File: config.mk
export PLATFORM = sky130hd
export DESIGN_NAME = tff_counter_flat
export DESIGN_NICKNAME = d
export VERILOG_FILES = /design/src/rtl/tff_pkg.sv /design/src/rtl/tff_counter_if.sv /design/src/rtl/tff_cell.sv /design/src/rtl/tff_counter.sv /design/src/flat_wrapper.sv
export SDC_FILE = /design/constraint.sdc
export NUM_CORES = 1
export LEC_CHECK = 0
export CAP_MARGIN = 20
export CORE_UTILIZATION = 34
export DETAILED_ROUTE_END_ITERATION = 16
export HOLD_SLACK_MARGIN = 0.06
export PLACE_DENSITY = 0.72
export SKIP_LAST_GASP = 1
export SYNTH_ARGS = -nofsm -noshare
export SYNTH_HDL_FRONTEND = slang
export SYNTH_SLANG_ARGS = --single-unit
File: constraint.sdc
create_clock -name clk -period 1.4 [get_ports clk]
set_input_delay 0.21 -clock clk [delete_from_list [all_inputs] [get_ports clk]]
set_output_delay 0.21 -clock clk [all_outputs]
set_load 0.02 [all_outputs]
File: src/rtl/tff_pkg.sv
// Shared mode encodings and small helpers for the T-flip-flop counter family.
package tff_pkg;

  typedef enum logic [1:0] {
    TFF_TOGGLE = 2'b00,
    TFF_UP     = 2'b01,
    TFF_DOWN   = 2'b10,
    TFF_HOLD   = 2'b11
  } tff_mode_t;

  // Terminal count: sitting at the limit the current direction would cross.
  function automatic logic tff_at_limit(input tff_mode_t mode, input logic at_max,
                                        input logic at_min);
    return ((mode == TFF_UP) && at_max) || ((mode == TFF_DOWN) && at_min);
  endfunction

endpackage

File: src/rtl/tff_counter_if.sv
// Control/status bundle between a counter user (master) and tff_counter (slave).
interface tff_counter_if
  import tff_pkg::*;
#(
  parameter int WIDTH = 4
) ();

  logic             en;
  logic             ld;
  tff_mode_t        mode;
  logic [WIDTH-1:0] t_vec;
  logic [WIDTH-1:0] d;
  logic [WIDTH-1:0] q;
  logic [WIDTH-1:0] q_bar;
  logic             tc;
  logic             wrap;

  modport master (
    output en, ld, mode, t_vec, d,
    input  q, q_bar, tc, wrap
  );

  modport slave (
    input  en, ld, mode, t_vec, d,
    output q, q_bar, tc, wrap
  );

endinterface

File: src/rtl/tff_cell.sv
// Single T flip-flop with asynchronous active-low reset to a per-cell value.
module tff_cell (
  input  logic clk,
  input  logic rst,
  input  logic t,
  input  logic rst_val,
  output logic q,
  output logic q_bar
);

  logic q_q;

  always_ff @(posedge clk or negedge rst) begin
    if (!rst)   q_q <= rst_val;
    else if (t) q_q <= ~q_q;
  end

  assign q     = q_q;
  assign q_bar = ~q_q;

endmodule

File: src/rtl/tff_counter.sv
// Loadable up/down/toggle counter whose every update is a set of per-cell toggle
// enables driving WIDTH T flip-flops; optional saturation, tc and wrap flags.
module tff_counter
  import tff_pkg::*;
#(
  parameter int               WIDTH    = 4,
  parameter int               SATURATE = 0,
  parameter logic [WIDTH-1:0] RST_VAL  = '0
) (
  input logic          clk,
  input logic          rst,
  tff_counter_if.slave bus
);

  localparam bit SAT = (SATURATE != 0);

  logic [WIDTH-1:0] q, q_bar;
  logic [WIDTH-1:0] t_up, t_dn, t_sel, t_en;
  logic             at_max, at_min, tc, limit_edge;
  logic             wrap_q, wrap_d;

  // Ripple enables: a cell flips once every lower cell is 1 (up) or 0 (down).
  assign t_up[0] = 1'b1;
  assign t_dn[0] = 1'b1;
  for (genvar i = 1; i < WIDTH; i++) begin : g_carry
    assign t_up[i] = t_up[i-1] &  q[i-1];
    assign t_dn[i] = t_dn[i-1] & ~q[i-1];
  end

  assign at_max = &q;
  assign at_min = ~|q;
  assign tc     = tff_at_limit(bus.mode, at_max, at_min);

  always_comb begin
    t_sel = '0;
    if (bus.ld) begin
      t_sel = q ^ bus.d;
    end else if (bus.en) begin
      unique case (bus.mode)
        TFF_TOGGLE: t_sel = bus.t_vec;
        TFF_UP:     t_sel = t_up;
        TFF_DOWN:   t_sel = t_dn;
        default:    t_sel = '0;
      endcase
    end
  end

  // tc only rises in UP/DOWN, so this is exactly a count edge crossing a limit.
  assign limit_edge = bus.en & ~bus.ld & tc;
  assign t_en       = (SAT && limit_edge) ? '0 : t_sel;
  assign wrap_d     = limit_edge & ~SAT;

  for (genvar i = 0; i < WIDTH; i++) begin : g_cell
    tff_cell u_cell (
      .clk     (clk),
      .rst     (rst),
      .t       (t_en[i]),
      .rst_val (RST_VAL[i]),
      .q       (q[i]),
      .q_bar   (q_bar[i])
    );
  end

  always_ff @(posedge clk or negedge rst) begin
    if (!rst) wrap_q <= 1'b0;
    else      wrap_q <= wrap_d;
  end

  assign bus.q     = q;
  assign bus.q_bar = q_bar;
  assign bus.tc    = tc;
  assign bus.wrap  = wrap_q;

endmodule
File: src/flat_wrapper.sv
// flat-port wrapper written by rule: the top's interface ports become plain ports
module tff_counter_flat import tff_pkg::*;
#(
  parameter int               WIDTH    = 4,
  parameter int               SATURATE = 0,
  parameter logic [WIDTH-1:0] RST_VAL  = '0
)
  (clk, rst, bus_en, bus_ld, bus_mode, bus_t_vec, bus_d, bus_q, bus_q_bar, bus_tc, bus_wrap);
  tff_counter_if #(.WIDTH(WIDTH)) bus_i ();
  input logic clk;
  input logic rst;
  input wire logic [$bits(bus_i.en)-1:0] bus_en;
  input wire logic [$bits(bus_i.ld)-1:0] bus_ld;
  input wire logic [$bits(bus_i.mode)-1:0] bus_mode;
  input wire logic [$bits(bus_i.t_vec)-1:0] bus_t_vec;
  input wire logic [$bits(bus_i.d)-1:0] bus_d;
  output wire logic [$bits(bus_i.q)-1:0] bus_q;
  output wire logic [$bits(bus_i.q_bar)-1:0] bus_q_bar;
  output wire logic [$bits(bus_i.tc)-1:0] bus_tc;
  output wire logic [$bits(bus_i.wrap)-1:0] bus_wrap;
  assign bus_i.en = bus_en;
  assign bus_i.ld = bus_ld;
  assign bus_i.mode = bus_mode;
  assign bus_i.t_vec = bus_t_vec;
  assign bus_i.d = bus_d;
  assign bus_q = bus_i.q;
  assign bus_q_bar = bus_i.q_bar;
  assign bus_tc = bus_i.tc;
  assign bus_wrap = bus_i.wrap;
  tff_counter #(.WIDTH(WIDTH), .SATURATE(SATURATE), .RST_VAL(RST_VAL)) u_core (.clk(clk), .rst(rst), .bus(bus_i));
endmodule
==> impl_metrics.toml <==
[worst_setup_path]
path_class = "reg -> out"
slowest_delay_ps = 560
cp_max_fo = 2
critPathArrivalTime_ps = 1490
path_buf_inv = 1
startpoint_type = "flop"
end_kind = "output port"
crit_chain = "or4b_4 -> mux2i_4 -> buf_6"
slowest_stage = "or4b_4"
critPathRequiredTime_ps = 1190
crit_family = "simple AND/OR/NAND/NOR gates"

[floorplanning]
num_io_pins = 24
fp.dieH_um = 39.84
rows = 13
core_mm2 = 0.001318
die-area_mm2 = 0.001587
fp.dieW_um = 39.84
initial_core_util_pct = 36.94

[power]
p_per_area_mw_per_mm2 = 756.4
power_mw = 0.6322
leakagePower_nw = 0.4107
peakVddDrop_uv = 313.4

[timing]
setup_tns_ps = -583.4
worst_slack_ps = -296.3
max_clock_freq_mhz = 589.5
rsz0062_at_grt = "true"
drv_slew = 0
setup_viol = 2
period_share_pct = 121.2
hold_violations = 0
post-route-min-period_ps = 1696
fin_worst_skew_ps = 4.391
tightest_slew_ps = 271.8
slew_headroom_pct = 81.36

[layout]
fillCellCount = 128
antennaDiodeCount = 0
final_cell_mix = "buf_4 (13), clkdlybuf4s50_1 (11), mux2i_1 (7)"
finalNetCount = 103
drive_above_1_share_pct = 40.48
design_area_um2 = 835.8
area_growth_pct = 71.72
layout_commonest_cell = "buf_4"

[logic_synthesis]
syn_inst = 50
synthSimpleGateAreaFrac_pct = 13.88
syn_area_um2 = 486.7
synth_top_family_by_area = "buffers and inverters"
yosys_warnings = 0
synth_fp_nets = 68
synth_seq_area_share_pct = 25.71
synth-xor-area-share_pct = 0
synthMuxAreaShare_pct = 19.02
synthAdderAreaFrac_pct = 10.28
synth_compound_area_share_pct = 10.80
synth.avg_cell_area_um2 = 9.734
yosysUniqueCellTypes = 20
ys_ff_latch = 5

[global_routing]
grt_use_total_pct = 18.90
grt_max_degree = 9
grt_pass1_wl_mm = 1.780
antenna_found_initial = 0
grt_pass1_vias = 435
gr-total-overflow = 0

[flow_run]
max-cap-violations = 0

[place]
io_buffers = 23
place_area_um2 = 757.0
place_ws_ps = -934.0
globalplace.congestion = 0.7795
dp.final_hpwl_um = 881.2

[clocking]
cts_buffers = 3
cts.reportedPaths.clkPinSlew_ps = 40
cts_buffer_depth = 2
htreeDepth = 1
cts_sinks = 5
insertion_delay_ps = 250
clockRootBuffer = "clkbuf_4"
cts_tree = "done"
hold_buffers = 0

[detailed_routing]
dr_total_vias = 471
drt_iter0_drc = 5
viasPerCell = 4.758
wl_per_cell_um = 12.38
ant_nets = 0
first_pass_iters = 4
drt-total-wl_mm = 1.226
route.detailed.drc = 0

[worst_hold_path]
min_path_type = "in -> async"

[run_status]
outcome = "finished, violations left"
violations = "setup timing"
==> cell type report <==
class / count / area, um2 / area share, %
multi-input combinational: 29 / 292.8 / 35.03
sequential: 5 / 125.1 / 14.97
inverter: 6 / 22.52 / 2.695
tap: 15 / 18.77 / 2.246
timing repair buffer: 40 / 350.3 / 41.92
clock buffer: 4 / 26.28 / 3.144
==> kinds of logic after synthesis <==
kind of cell    count (synthesis)
compound gates                  7
fa+ha+maj                       4
buf+inv                        16
flops                           5
mux                             8
simple gates                   10
==> registers in the layout, indices dropped and copies added (netlist names) <==
signal                  cells
u_core.bus.wrap             1
u_core.g_cell.u_cell.q      4
==> metrics by stage <==
stage,hold slack (ps),utilization [%],cells
2_1_floorplan,-85.59,-,50
3_3_place_gp,443.5,57.45,91
3_5_place_dp,445.1,57.45,91
4_1_cts,177.7,62.58,98
5_1_grt,182.3,63.44,99
6_report,175.9,63.44,99
==> layer usage <==
metal  routed length, um  global-route usage [%]  up-vias
met2                 645                   32.79       25
met4                  59                   20.69        0
met1                 470                   18.24      211
li1                    -                       -      231
met5                   0                       0        -
met3                  51                   1.705        4
==> final timing paths <==
kind	slack, ps	cells past startpoint	to	start
min reg2reg	570	2	u_core.g_cell[3].u_cell.q$_DFFE_PN0P_	u_core.g_cell[3].u_cell.q$_DFFE_PN0P_
min in group clk	560	3	u_core.g_cell[2].u_cell.q$_DFFE_PN0P_	bus_d[2]
min	180	1	u_core.g_cell[3].u_cell.q$_DFFE_PN0P_	rst
max reg2reg	-290	6	u_core.g_cell[3].u_cell.q$_DFFE_PN0P_	u_core.g_cell[2].u_cell.q$_DFFE_PN0P_
max	-300	3	bus_tc	u_core.g_cell[2].u_cell.q$_DFFE_PN0P_
max in group asynchronous	1040	1	u_core.g_cell[1].u_cell.q$_DFFE_PN0P_	rst
==> Yosys cell counts <==
cell	n	area, um2
o211ai_1	1	7.510
a211o_1	1	8.760
buf_6	1	11.26
a21oi_1	3	15.01
nand2b_1	1	6.260
nor2_1	1	3.750
mux2i_1	7	70.07
mux2i_4	1	22.52
dfrtp_1	5	125.1
inv_1	6	22.52
nand2_1	3	11.26
and3b_1	1	8.760
nand4_1	1	6.260
buf_4	8	60.06
a31oi_2	1	12.51
or4b_4	1	13.76
or3b_2	2	17.52
a32oi_1	1	8.760
buf_2	1	5.000
ha_1	4	50.05
==> where the power goes <==
part | internal [mW] | switching [mW] | leakage, nW
registers | 0.161 | 0.0140 | 0.0610
clock network | 0.108 | 0.0626 | 0.0150
logic | 0.150 | 0.136 | 0.335
total | 0.419 | 0.213 | 0.411
==> what timing repair did <==
action,4_1_cts,5_1_grt
setup endpoints to repair,14,11
setup buffers,3,1
pin swaps,3,1
gates resized for setup,25,13
Power figures use the tool's default switching activity.
